<file path="src/rtl/key_ctrl_multi_if.sv">
// Key front-end bundle: raw pins in, debounced level and event pulses out.
interface key_ctrl_multi_if #(
  parameter int N_KEY = 3
);
  logic [N_KEY-1:0] iKey;
  logic [N_KEY-1:0] oLevel;
  logic [N_KEY-1:0] oPress;
  logic [N_KEY-1:0] oRelease;
  logic [N_KEY-1:0] oLong;
  logic [N_KEY-1:0] oRepeat;

  modport master (
    output iKey,
    input  oLevel, oPress, oRelease, oLong, oRepeat
  );

  modport slave (
    input  iKey,
    output oLevel, oPress, oRelease, oLong, oRepeat
  );
endinterface

</file>
<file path="src/rtl/key_ctrl_multi.sv">
// N-channel push-button front end: synchroniser, debounce, press/release pulses,
// long-press detection and auto-repeat. All outputs are registered.
module key_ctrl_multi #(
  parameter int N_KEY      = 3,
  parameter int ACTIVE_LOW = 1,
  parameter int DEB_CYC    = 1000000,
  parameter int LONG_CYC   = 50000000,
  parameter int REP_CYC    = 10000000,
  parameter int REPEAT_EN  = 1
) (
  input  logic             sys_clk,
  input  logic             sys_rst_n,
  key_ctrl_multi_if.slave  keyIf
);

  localparam int DW   = $clog2(DEB_CYC + 1);
  localparam int HMAX = (LONG_CYC > REP_CYC) ? LONG_CYC : REP_CYC;
  localparam int HW   = $clog2(HMAX);

  localparam logic [DW-1:0]    DEB_TC   = DW'(DEB_CYC - 1);
  localparam logic [HW-1:0]    LONG_TC  = HW'(LONG_CYC - 1);
  localparam logic [HW-1:0]    REP_TC   = HW'(REP_CYC - 1);
  localparam logic [N_KEY-1:0] IDLE_PIN = (ACTIVE_LOW != 0) ? {N_KEY{1'b1}} : {N_KEY{1'b0}};

  localparam logic [1:0] ST_IDLE = 2'd0;
  localparam logic [1:0] ST_HOLD = 2'd1;
  localparam logic [1:0] ST_LONG = 2'd2;

  logic [N_KEY-1:0] sync1;
  logic [N_KEY-1:0] sync2;
  logic [N_KEY-1:0] keyNorm;
  logic [N_KEY-1:0] level;
  logic [N_KEY-1:0] debDone;
  logic [N_KEY-1:0] pressAcc;
  logic [N_KEY-1:0] releaseAcc;
  logic [N_KEY-1:0] longRaw;
  logic [N_KEY-1:0] repeatRaw;
  logic [N_KEY-1:0] longEv;
  logic [N_KEY-1:0] repeatEv;

  logic [DW-1:0] debCnt     [N_KEY];
  logic [DW-1:0] debCntNxt  [N_KEY];
  logic [HW-1:0] holdCnt    [N_KEY];
  logic [HW-1:0] holdCntNxt [N_KEY];
  logic [1:0]    holdSt     [N_KEY];
  logic [1:0]    holdStNxt  [N_KEY];

  // Debounce counters and accepted press/release edges (level vs. its registered copy).
  always_comb begin
    keyNorm    = sync2 ^ IDLE_PIN;
    debDone    = {N_KEY{1'b0}};
    pressAcc   = level & ~keyIf.oLevel;
    releaseAcc = ~level & keyIf.oLevel;
    for (int i = 0; i < N_KEY; i++) begin
      debCntNxt[i] = {DW{1'b0}};
      if (keyNorm[i] != level[i]) begin
        if (debCnt[i] == DEB_TC) begin
          debDone[i] = 1'b1;
        end else begin
          debCntNxt[i] = debCnt[i] + 1'b1;
        end
      end else begin
        debCntNxt[i] = {DW{1'b0}};
      end
    end
  end

  // Hold FSM per channel; an accepted release overrides any terminal count in the same cycle.
  always_comb begin
    longRaw   = {N_KEY{1'b0}};
    repeatRaw = {N_KEY{1'b0}};
    longEv    = {N_KEY{1'b0}};
    repeatEv  = {N_KEY{1'b0}};
    for (int i = 0; i < N_KEY; i++) begin
      holdStNxt[i]  = holdSt[i];
      holdCntNxt[i] = holdCnt[i];
      case (holdSt[i])
        ST_IDLE: begin
          holdCntNxt[i] = {HW{1'b0}};
          if (pressAcc[i]) begin
            holdStNxt[i] = ST_HOLD;
          end else begin
            holdStNxt[i] = ST_IDLE;
          end
        end
        ST_HOLD: begin
          if (holdCnt[i] == LONG_TC) begin
            longRaw[i]    = 1'b1;
            holdCntNxt[i] = {HW{1'b0}};
            holdStNxt[i]  = ST_LONG;
          end else begin
            holdCntNxt[i] = holdCnt[i] + 1'b1;
          end
        end
        ST_LONG: begin
          if (REPEAT_EN != 0) begin
            if (holdCnt[i] == REP_TC) begin
              repeatRaw[i]  = 1'b1;
              holdCntNxt[i] = {HW{1'b0}};
            end else begin
              holdCntNxt[i] = holdCnt[i] + 1'b1;
            end
          end else begin
            holdCntNxt[i] = {HW{1'b0}};
          end
        end
        default: begin
          holdStNxt[i]  = ST_IDLE;
          holdCntNxt[i] = {HW{1'b0}};
        end
      endcase
      if (releaseAcc[i]) begin
        holdStNxt[i]  = ST_IDLE;
        holdCntNxt[i] = {HW{1'b0}};
      end else begin
        longEv[i]   = longRaw[i];
        repeatEv[i] = repeatRaw[i];
      end
    end
  end

  // State and output registers.
  always_ff @(posedge sys_clk or negedge sys_rst_n) begin
    if (!sys_rst_n) begin
      sync1          <= IDLE_PIN;
      sync2          <= IDLE_PIN;
      level          <= {N_KEY{1'b0}};
      keyIf.oLevel   <= {N_KEY{1'b0}};
      keyIf.oPress   <= {N_KEY{1'b0}};
      keyIf.oRelease <= {N_KEY{1'b0}};
      keyIf.oLong    <= {N_KEY{1'b0}};
      keyIf.oRepeat  <= {N_KEY{1'b0}};
      for (int i = 0; i < N_KEY; i++) begin
        debCnt[i]  <= {DW{1'b0}};
        holdCnt[i] <= {HW{1'b0}};
        holdSt[i]  <= ST_IDLE;
      end
    end else begin
      sync1          <= keyIf.iKey;
      sync2          <= sync1;
      level          <= level ^ debDone;
      keyIf.oLevel   <= level;
      keyIf.oPress   <= pressAcc;
      keyIf.oRelease <= releaseAcc;
      keyIf.oLong    <= longEv;
      keyIf.oRepeat  <= repeatEv;
      for (int i = 0; i < N_KEY; i++) begin
        debCnt[i]  <= debCntNxt[i];
        holdCnt[i] <= holdCntNxt[i];
        holdSt[i]  <= holdStNxt[i];
      end
    end
  end

endmodule
</file>
<file path="src/flat_wrapper.sv">
// flat-port wrapper written by rule: the top's interface ports become plain ports
module key_ctrl_multi_flat 
#(
  parameter int N_KEY      = 3,
  parameter int ACTIVE_LOW = 1,
  parameter int DEB_CYC    = 1000000,
  parameter int LONG_CYC   = 50000000,
  parameter int REP_CYC    = 10000000,
  parameter int REPEAT_EN  = 1
)
  (sys_clk, sys_rst_n, keyIf_iKey, keyIf_oLevel, keyIf_oPress, keyIf_oRelease, keyIf_oLong, keyIf_oRepeat);
  key_ctrl_multi_if #(.N_KEY(N_KEY)) keyIf_i ();
  input  logic sys_clk;
  input  logic sys_rst_n;
  input wire logic [$bits(keyIf_i.iKey)-1:0] keyIf_iKey;
  output wire logic [$bits(keyIf_i.oLevel)-1:0] keyIf_oLevel;
  output wire logic [$bits(keyIf_i.oPress)-1:0] keyIf_oPress;
  output wire logic [$bits(keyIf_i.oRelease)-1:0] keyIf_oRelease;
  output wire logic [$bits(keyIf_i.oLong)-1:0] keyIf_oLong;
  output wire logic [$bits(keyIf_i.oRepeat)-1:0] keyIf_oRepeat;
  assign keyIf_i.iKey = keyIf_iKey;
  assign keyIf_oLevel = keyIf_i.oLevel;
  assign keyIf_oPress = keyIf_i.oPress;
  assign keyIf_oRelease = keyIf_i.oRelease;
  assign keyIf_oLong = keyIf_i.oLong;
  assign keyIf_oRepeat = keyIf_i.oRepeat;
  key_ctrl_multi #(.N_KEY(N_KEY), .ACTIVE_LOW(ACTIVE_LOW), .DEB_CYC(DEB_CYC), .LONG_CYC(LONG_CYC), .REP_CYC(REP_CYC), .REPEAT_EN(REPEAT_EN)) u_core (.sys_clk(sys_clk), .sys_rst_n(sys_rst_n), .keyIf(keyIf_i));
endmodule
</file>
<file path="config.mk">
export PLATFORM = sky130hd
export DESIGN_NAME = key_ctrl_multi_flat
export DESIGN_NICKNAME = d
export VERILOG_FILES = /design/src/rtl/key_ctrl_multi_if.sv /design/src/rtl/key_ctrl_multi.sv /design/src/flat_wrapper.sv
export SDC_FILE = /design/constraint.sdc
export NUM_CORES = 1
export LEC_CHECK = 0
export ABC_AREA = 1
export CORE_ASPECT_RATIO = 1.5
export CORE_MARGIN = 2
export CORE_UTILIZATION = 30
export DETAILED_ROUTE_END_ITERATION = 10
export SKIP_LAST_GASP = 1
export SYNTH_ARGS = -nofsm -noshare
export SYNTH_HDL_FRONTEND = slang
export SYNTH_SLANG_ARGS = --single-unit
</file>
<file path="constraint.sdc">
create_clock -name sys_clk -period 2 [get_ports sys_clk]
set_input_delay 0.6 -clock sys_clk [delete_from_list [all_inputs] [get_ports sys_clk]]
set_output_delay 0.6 -clock sys_clk [all_outputs]
set_load 0.01 [all_outputs]
</file>
==> results of run 1 <==
==> worst reg2reg max path: stages, from the launching register on <==
cell and delay (ns):
dfrtp_1 0.37, ha_1 0.19, nand3_1 0.12, nor2_1 0.17, nand2_1 0.10, nor2_1 0.14, nand2_1 0.14, o21ai_1 0.35
nor2_1 0.11
==> layout by cell type (no fill, tap or decap), types with 4 or more instances in the layout <==
master and count:
a21oi_1 17, buf_4 16, clkbuf_16 17, clkdlybuf4s50_1 15, dfrtp_1 162, dfstp_2 6
ha_1 15, inv_1 155, inv_6 5, nand2_1 279, nand2_2 8, nand3_1 94
nand4_1 39, nor2_1 262, nor2_2 23, nor3_1 48, nor3b_1 5, nor4_1 10
o21ai_0 33, o22ai_1 4, xnor2_1 17, xor2_1 39
==> metal layers <==
layer  vias up  GRT usage [%]  wire, um  share of wire [%]
met1      3740           15.3      8860                 41
met2       128           26.4     11500                 53
met3        41           3.44       609                2.8
li1       4100              -         -                  -
met4         0           5.65       577                2.7
met5         -              0         0                  0
==> synth_stat cells (2+ instances only) <==
cell | instances | area share, %
a21oi_1 | 17 | 0.91
and3_1 | 3 | 0.20
buf_6 | 3 | 0.36
dfrtp_1 | 162 | 43
dfstp_2 | 6 | 1.7
ha_1 | 15 | 2.0
inv_1 | 155 | 6.2
nand2_1 | 279 | 11
nand2_2 | 8 | 0.53
nand2_4 | 4 | 0.48
nand3_1 | 94 | 5.0
nand3_2 | 2 | 0.21
nand3b_1 | 3 | 0.24
nand4_1 | 39 | 2.6
nor2_1 | 262 | 11
nor2_2 | 23 | 1.5
nor2_4 | 2 | 0.24
nor3_1 | 48 | 2.6
nor3b_1 | 5 | 0.40
nor4_1 | 10 | 0.67
o211ai_1 | 2 | 0.16
o21ai_0 | 33 | 1.8
o21ai_1 | 3 | 0.16
o21bai_1 | 2 | 0.16
o22ai_1 | 4 | 0.27
xnor2_1 | 17 | 1.6
xor2_1 | 39 | 3.6
==> flip-flops by register name, indices dropped and copies added (netlist names), named ones only <==
name	flops
u_core.holdCnt	78
u_core.debCnt	60
u_core.sync1	3
u_core.keyIf.oRelease	3
u_core.sync2	3
u_core.keyIf.oLevel	3
u_core.keyIf.oLong	3
u_core.keyIf.oPress	3
u_core.keyIf.oRepeat	3
u_core.holdSt	6
==> cell type report <==
type	instances	area, um2	share of cell area, %
multi-input combinational	923	4500	42.0
sequential	168	4210	39.2
inverter	157	589	5.49
tap	405	507	4.72
clock buffer	19	443	4.13
timing repair buffer	38	368	3.43
clock inverter	13	111	1.04
==> cell families (layout without fill, tap and decap cells) <==
| kind of cell | count (synthesis) | after routing | synth area share, % |
|---|---|---|---|
| xor gates and xnor gates | 56 | 56 | 5.24 |
| DFF | 168 | 168 | 45.0 |
| adders and majority gates | 15 | 15 | 2.01 |
| and+or+nand+nor | 787 | 787 | 37.0 |
| AOI/OAI and AO/OA | 65 | 65 | 3.74 |
| buffers and inverters | 163 | 227 | 6.98 |
==> what timing repair did <==
action | in CTS | in global routing
endpoints found under the setup margin | 3 | 23
hold buffers | 0 | 0
resized for setup | 3 | 1
==> where the power goes <==
part / internal [mW] / total (mW) / switching, mW
registers: 3.42 / 3.44 / 0.0138
clock network: 1.66 / 3.16 / 1.51
logic: 0.0487 / 0.159 / 0.110
==> worst paths after layout <==
| path | startpoint | to |
|---|---|---|
| setup reg to reg | u_core.debCnt[20] | u_core.debCnt[29] |
| max in group asynchronous | sys_rst_n | u_core.sync1[0] |
| hold / removal | sys_rst_n | u_core.holdSt[3] |
| setup / recovery | u_core.keyIf.oLong[2] | keyIf_oLong[2] |
| hold reg to reg | u_core.sync1[0] | u_core.sync2[0] |
| min in group sys_clk | u_core.sync1[0] | u_core.sync2[0] |
==> out/summary.txt, run 1 <==
RUN
--------------------------------------------------------------------------------------
Max cap viols ...........................................................            0

FINISH
--------------------------------------------------------------------------------------
Non-Filler Cell Area, Final .............................................   0.0107 mm2
# diodes ................................................................            0
FILL cells ..............................................................         3279
Final standard cell count with taps included and fillers excluded .......         1723
Share of post-route cells with drive strength above 1 ...................        7.74%
Nets@finish .............................................................         1325
Area growth, synth to finish ............................................        14.7%
Final Util ..............................................................        34.8%

TIMING
--------------------------------------------------------------------------------------
Post-route worst hold slack .............................................    0.0480 ns
Setup total negative slack ..............................................         0 ns
Slew at the pin with the worst max-slew slack ...........................     0.588 ns
Setup repair after global routing missed its margin .....................           no
Count of final max-slew check failures ..................................            0
Final critical-path share of the clock period ...........................        96.1%
Relative slew slack .....................................................        60.6%
Clock period minus worst slack ..........................................      1.92 ns
Setup skew after layout .................................................    0.0103 ns
Setup violations, final .................................................            0
Setup slack after layout ................................................    0.0784 ns
Top achievable clock speed ..............................................    0.520 GHz
Number of failing hold endpoints at the final stage .....................            0

POWER AND IR DROP
--------------------------------------------------------------------------------------
Power Total .............................................................      6.76 mW
Pwr per Cell Area .......................................................   630 mW/mm2
P_leak ..................................................................      4.56 nW
Worst-case vdd ir drop ..................................................     0.530 mV

CLOCK NETWORK
--------------------------------------------------------------------------------------
CTS root buffer .........................................................    clkbuf_16
Buffers inserted by post-CTS timing repair ..............................            0
TritonCTS clock tree ....................................................          yes
Count of clock tree sinks ...............................................          168
H-tree depth ............................................................            4
Clock tree buffer depth .................................................            2
CTS Buf Count ...........................................................           17
Clock-pin transition on the worst setup and hold timing paths ...........      0.07 ns
Clock latency reported for the late side of the worst-skew pair .........      0.44 ns

GRT
--------------------------------------------------------------------------------------
Wire length of the first global-routing pass ............................     37600 um
Pin count of the biggest net entering global routing ....................           42
Antenna violations before repair ........................................            0
Grt total ovfl ..........................................................            0
Via count of the first global-routing pass ..............................         8103
Total track usage .......................................................        14.1%

FLOORPLANNING
--------------------------------------------------------------------------------------
Die width ...............................................................       148 um
Initial standard-cell utilization of the core ...........................        30.4%
Total number of placement rows ..........................................           79
Core Footprint ..........................................................   0.0308 mm2
# IOs ...................................................................           20
DIE HEIGHT ..............................................................       220 um
Area of the die .........................................................   0.0327 mm2

WORST SETUP PATH
--------------------------------------------------------------------------------------
Data required time at the worst endpoint ................................      1.40 ns
Endpoint arrival time on the critical path ..............................      1.32 ns
Startpoint type of the worst setup path .................................    flip-flop
Delay of the slowest cell on the worst path .............................      0.53 ns
Critical-path maximum fanout ............................................            1
Sequence of cells on the critical path .................................. clkdlybuf4s50_1
Logic depth of the worst path, buffers included .........................            1
Count of buffering cells on the critical path with inverters included ...            1
CP delay by family, top ................................................. buffers and inverters
Worst Setup End Kind ....................................................   output pin
R2R Setup Slk ...........................................................      0.17 ns
Library cell contributing the largest single delay on the critical path . clkdlybuf4s50_1
Cells on worst reg2reg path .............................................            8
Worst setup path class ..................................................   reg -> out

SYNTHESIS
--------------------------------------------------------------------------------------
Number of distinct library cells after synthesis ........................           41
Syn nets ................................................................         1274
Predominant post-synthesis flop cell ....................................      dfrtp_1
Number of enable-type register cells in the synthesized netlist .........            0
Fraction of synthesis flops using an asynchronous set or reset pin ......         100%
Count of synthesis-stage warnings from yosys ............................            0
Mean area per synthesized cell ..........................................     7.46 um2
Portion of the post-synthesis area used by sequential elements ..........        45.0%
Cell area after technology mapping ......................................  0.00936 mm2
Number of standard cells after synthesis ................................         1254
Number of synthesized register bits .....................................          168

ROUTING
--------------------------------------------------------------------------------------
Total wire length .......................................................     21500 um
DRC viols ...............................................................            0
Count of vias placed by the detailed router .............................         8009
Initial DRC Count .......................................................          422
Count of antenna-violating nets left after detailed routing .............            0
Initial DRT Pass Iterations .............................................            4
Post-detailed-route via-to-cell ratio ...................................         4.65
Per-cell routed wire length .............................................      12.5 um

PLACEMENT
--------------------------------------------------------------------------------------
Placed instance count ...................................................         1691
IO Port Bufs ............................................................           19
Instance area after placement ...........................................   0.0102 mm2
Setup WS pre-CTS ........................................................     0.159 ns
Final GP Congestion .....................................................        0.908
Detail Placement HPWL ...................................................     16300 um

STATUS
--------------------------------------------------------------------------------------
Outcome ................................................................. finished, final reports clean

HOLD PATH
--------------------------------------------------------------------------------------
Worst Hold Class ........................................................  in -> async

No activity file was read; power rests on OpenSTA's default activity.
==> inputs of run 2 (changes only) <==
--- a/config.mk
+++ b/config.mk
@@ -9,6 +9,7 @@
 export CORE_ASPECT_RATIO = 1.5
 export CORE_MARGIN = 2
 export CORE_UTILIZATION = 30
+export CTS_BUF_LIST = sky130_fd_sc_hd__clkbuf_16
 export DETAILED_ROUTE_END_ITERATION = 10
 export SKIP_LAST_GASP = 1
 export SYNTH_ARGS = -nofsm -noshare
==> out/summary.txt, run 2 (synthesis results as in run 1) <==
WORST SETUP PATH
--------------------------------------------------------------------------------------
Data required time at the worst endpoint ................................      1.40 ns
Library cell contributing the largest single delay on the critical path . clkdlybuf4s50_1
Sequence of cells on the critical path .................................. clkdlybuf4s50_1
CP delay by family, top ................................................. buffers and inverters
Worst Setup End Kind ....................................................   output pin
Cells on worst reg2reg path .............................................            8
Worst setup path class ..................................................   reg -> out
Logic depth of the worst path, buffers included .........................            1
Delay of the slowest cell on the worst path .............................      0.53 ns
Endpoint arrival time on the critical path ..............................      1.33 ns
Count of buffering cells on the critical path with inverters included ...            1
Critical-path maximum fanout ............................................            1
Startpoint type of the worst setup path .................................    flip-flop

FINISH
--------------------------------------------------------------------------------------
# diodes ................................................................            0
Area growth, synth to finish ............................................        14.6%
Most used cells in the layout excluding fill and tap cells .............. nand2_1, nor2_1, dfrtp_1
Largest register FFs ....................................................           78
Top register by number of flip-flops .................................... u_core.holdCnt
Largest registers in the final layout ................................... u_core.holdCnt x78, u_core.debCnt x60, u_core.holdSt x6
Leading cell type in the layout, fill and taps excluded .................      nand2_1
Nets@finish .............................................................         1325
Share of post-route cells with drive strength above 1 ...................        7.66%
FILL cells ..............................................................         3278
Non-Filler Cell Area, Final .............................................   0.0107 mm2

TIMING
--------------------------------------------------------------------------------------
Clock period minus worst slack ..........................................      1.93 ns
Number of failing hold endpoints at the final stage .....................            0
Count of final max-slew check failures ..................................            0
Setup total negative slack ..............................................         0 ns
Setup violations, final .................................................            0
Setup skew after layout .................................................    0.0103 ns
Slew at the pin with the worst max-slew slack ...........................     0.580 ns
Relative slew slack .....................................................        61.1%
Final critical-path share of the clock period ...........................        96.3%
Top achievable clock speed ..............................................    0.519 GHz
Setup repair after global routing missed its margin .....................           no

ROUTING
--------------------------------------------------------------------------------------
Per-cell routed wire length .............................................      12.5 um
Post-detailed-route via-to-cell ratio ...................................         4.65
DRC viols ...............................................................            0
Initial DRC Count .......................................................          454
Initial DRT Pass Iterations .............................................            4
Count of antenna-violating nets left after detailed routing .............            0
Total wire length .......................................................     21500 um
Count of vias placed by the detailed router .............................         8006

FLOORPLANNING
--------------------------------------------------------------------------------------
DIE HEIGHT ..............................................................       220 um
Die width ...............................................................       148 um
Area of the die .........................................................   0.0327 mm2
# IOs ...................................................................           20
Initial standard-cell utilization of the core ...........................        30.4%
Core Footprint ..........................................................   0.0308 mm2
Total number of placement rows ..........................................           79

PLACEMENT
--------------------------------------------------------------------------------------
Detail Placement HPWL ...................................................     16300 um
Instance area after placement ...........................................   0.0102 mm2
Final GP Congestion .....................................................        0.908
IO Port Bufs ............................................................           19

GRT
--------------------------------------------------------------------------------------
Total track usage .......................................................        14.1%
Antenna violations before repair ........................................            0
Wire length of the first global-routing pass ............................     37500 um
Grt total ovfl ..........................................................            0
Pin count of the biggest net entering global routing ....................           42
Via count of the first global-routing pass ..............................         8094

CLOCK NETWORK
--------------------------------------------------------------------------------------
Count of clock tree sinks ...............................................          168
TritonCTS clock tree ....................................................          yes
CTS root buffer .........................................................    clkbuf_16
Clock-pin transition on the worst setup and hold timing paths ...........      0.07 ns
Clock tree buffer depth .................................................            2
Clock latency reported for the late side of the worst-skew pair .........      0.45 ns
CTS Buf Count ...........................................................           17
H-tree depth ............................................................            4

RUN
--------------------------------------------------------------------------------------
Max cap viols ...........................................................            0

POWER AND IR DROP
--------------------------------------------------------------------------------------
Pwr per Cell Area .......................................................   626 mW/mm2
P_leak ..................................................................      4.56 nW
Worst-case vdd ir drop ..................................................     0.536 mV

HOLD PATH
--------------------------------------------------------------------------------------
Worst Hold Class ........................................................  in -> async

STATUS
--------------------------------------------------------------------------------------
Outcome ................................................................. finished, final reports clean

## run 2: layout make-up
class | instances | area [um2] | area share (%)
Multi-Input combinational cell | 923 | 4500 | 42.0
Sequential cell | 168 | 4210 | 39.3
Inverter | 157 | 589 | 5.50
Tap cell | 405 | 507 | 4.73
Clock buffer | 17 | 425 | 3.97
Timing Repair Buffer | 38 | 368 | 3.43
Clock inverter | 15 | 119 | 1.11
## run 2: power by group
part / internal [mW] / total (mW) / switching, mW
combinational: 0.0487 / 0.159 / 0.110
clock: 1.61 / 3.12 / 1.51
sequential: 3.42 / 3.44 / 0.0137
total: 5.08 / 6.72 / 1.63
## run 2: worst paths after layout
| check | endpoint | slack [ns] | start |
|---|---|---|---|
| worst max-delay path | keyIf_oLong[2] | 0.07 | u_core.keyIf.oLong[2] |
| worst min-delay path | u_core.holdSt[3] | 0.04 | sys_rst_n |
| worst max register to register | u_core.debCnt[29] | 0.17 | u_core.debCnt[20] |
| worst min register to register | u_core.sync2[0] | 0.36 | u_core.sync1[0] |
| max in group asynchronous | u_core.sync1[0] | 1.35 | sys_rst_n |
| min in group sys_clk | u_core.sync2[0] | 0.36 | u_core.sync1[0] |
## run 2: through the flow
stage | utilization, % | cells | worst slack (ns) | hold slack (ns) | total power, mW
5_1_grt | 34.8 | 1723 | 0.0299 | 0.0426 | 7.00
3_3_place_gp | 33.0 | 1691 | 0.196 | 0.348 | 3.66
3_5_place_dp | 33.0 | 1691 | 0.159 | 0.347 | 3.67
2_1_floorplan | - | 1254 | 0.415 | 0.304 | 3.55
6_report | 34.8 | 1723 | 0.0738 | 0.0440 | 6.72
4_1_cts | 34.7 | 1723 | 0.0346 | 0.0384 | 6.82
## run 2: metal layers
| metal | global-route usage, % | part of all wire (%) | up-vias |
|---|---|---|---|
| li1 | - | - | 4105 |
| met1 | 15.3 | 41 | 3751 |
| met2 | 26.3 | 53 | 109 |
| met3 | 3.44 | 2.6 | 41 |
| met4 | 5.65 | 2.7 | 0 |
| met5 | 0 | 0 | - |
## run 2: timing repair
| action | 4_1_cts | 5_1_grt |
|---|---|---|
| hold buffers | 0 | 0 |
| setup endpoints to repair | 3 | 23 |
| setup buffers | 0 | 0 |
| hold endpoints to repair | 0 | 0 |
| gates resized for setup | 3 | 1 |
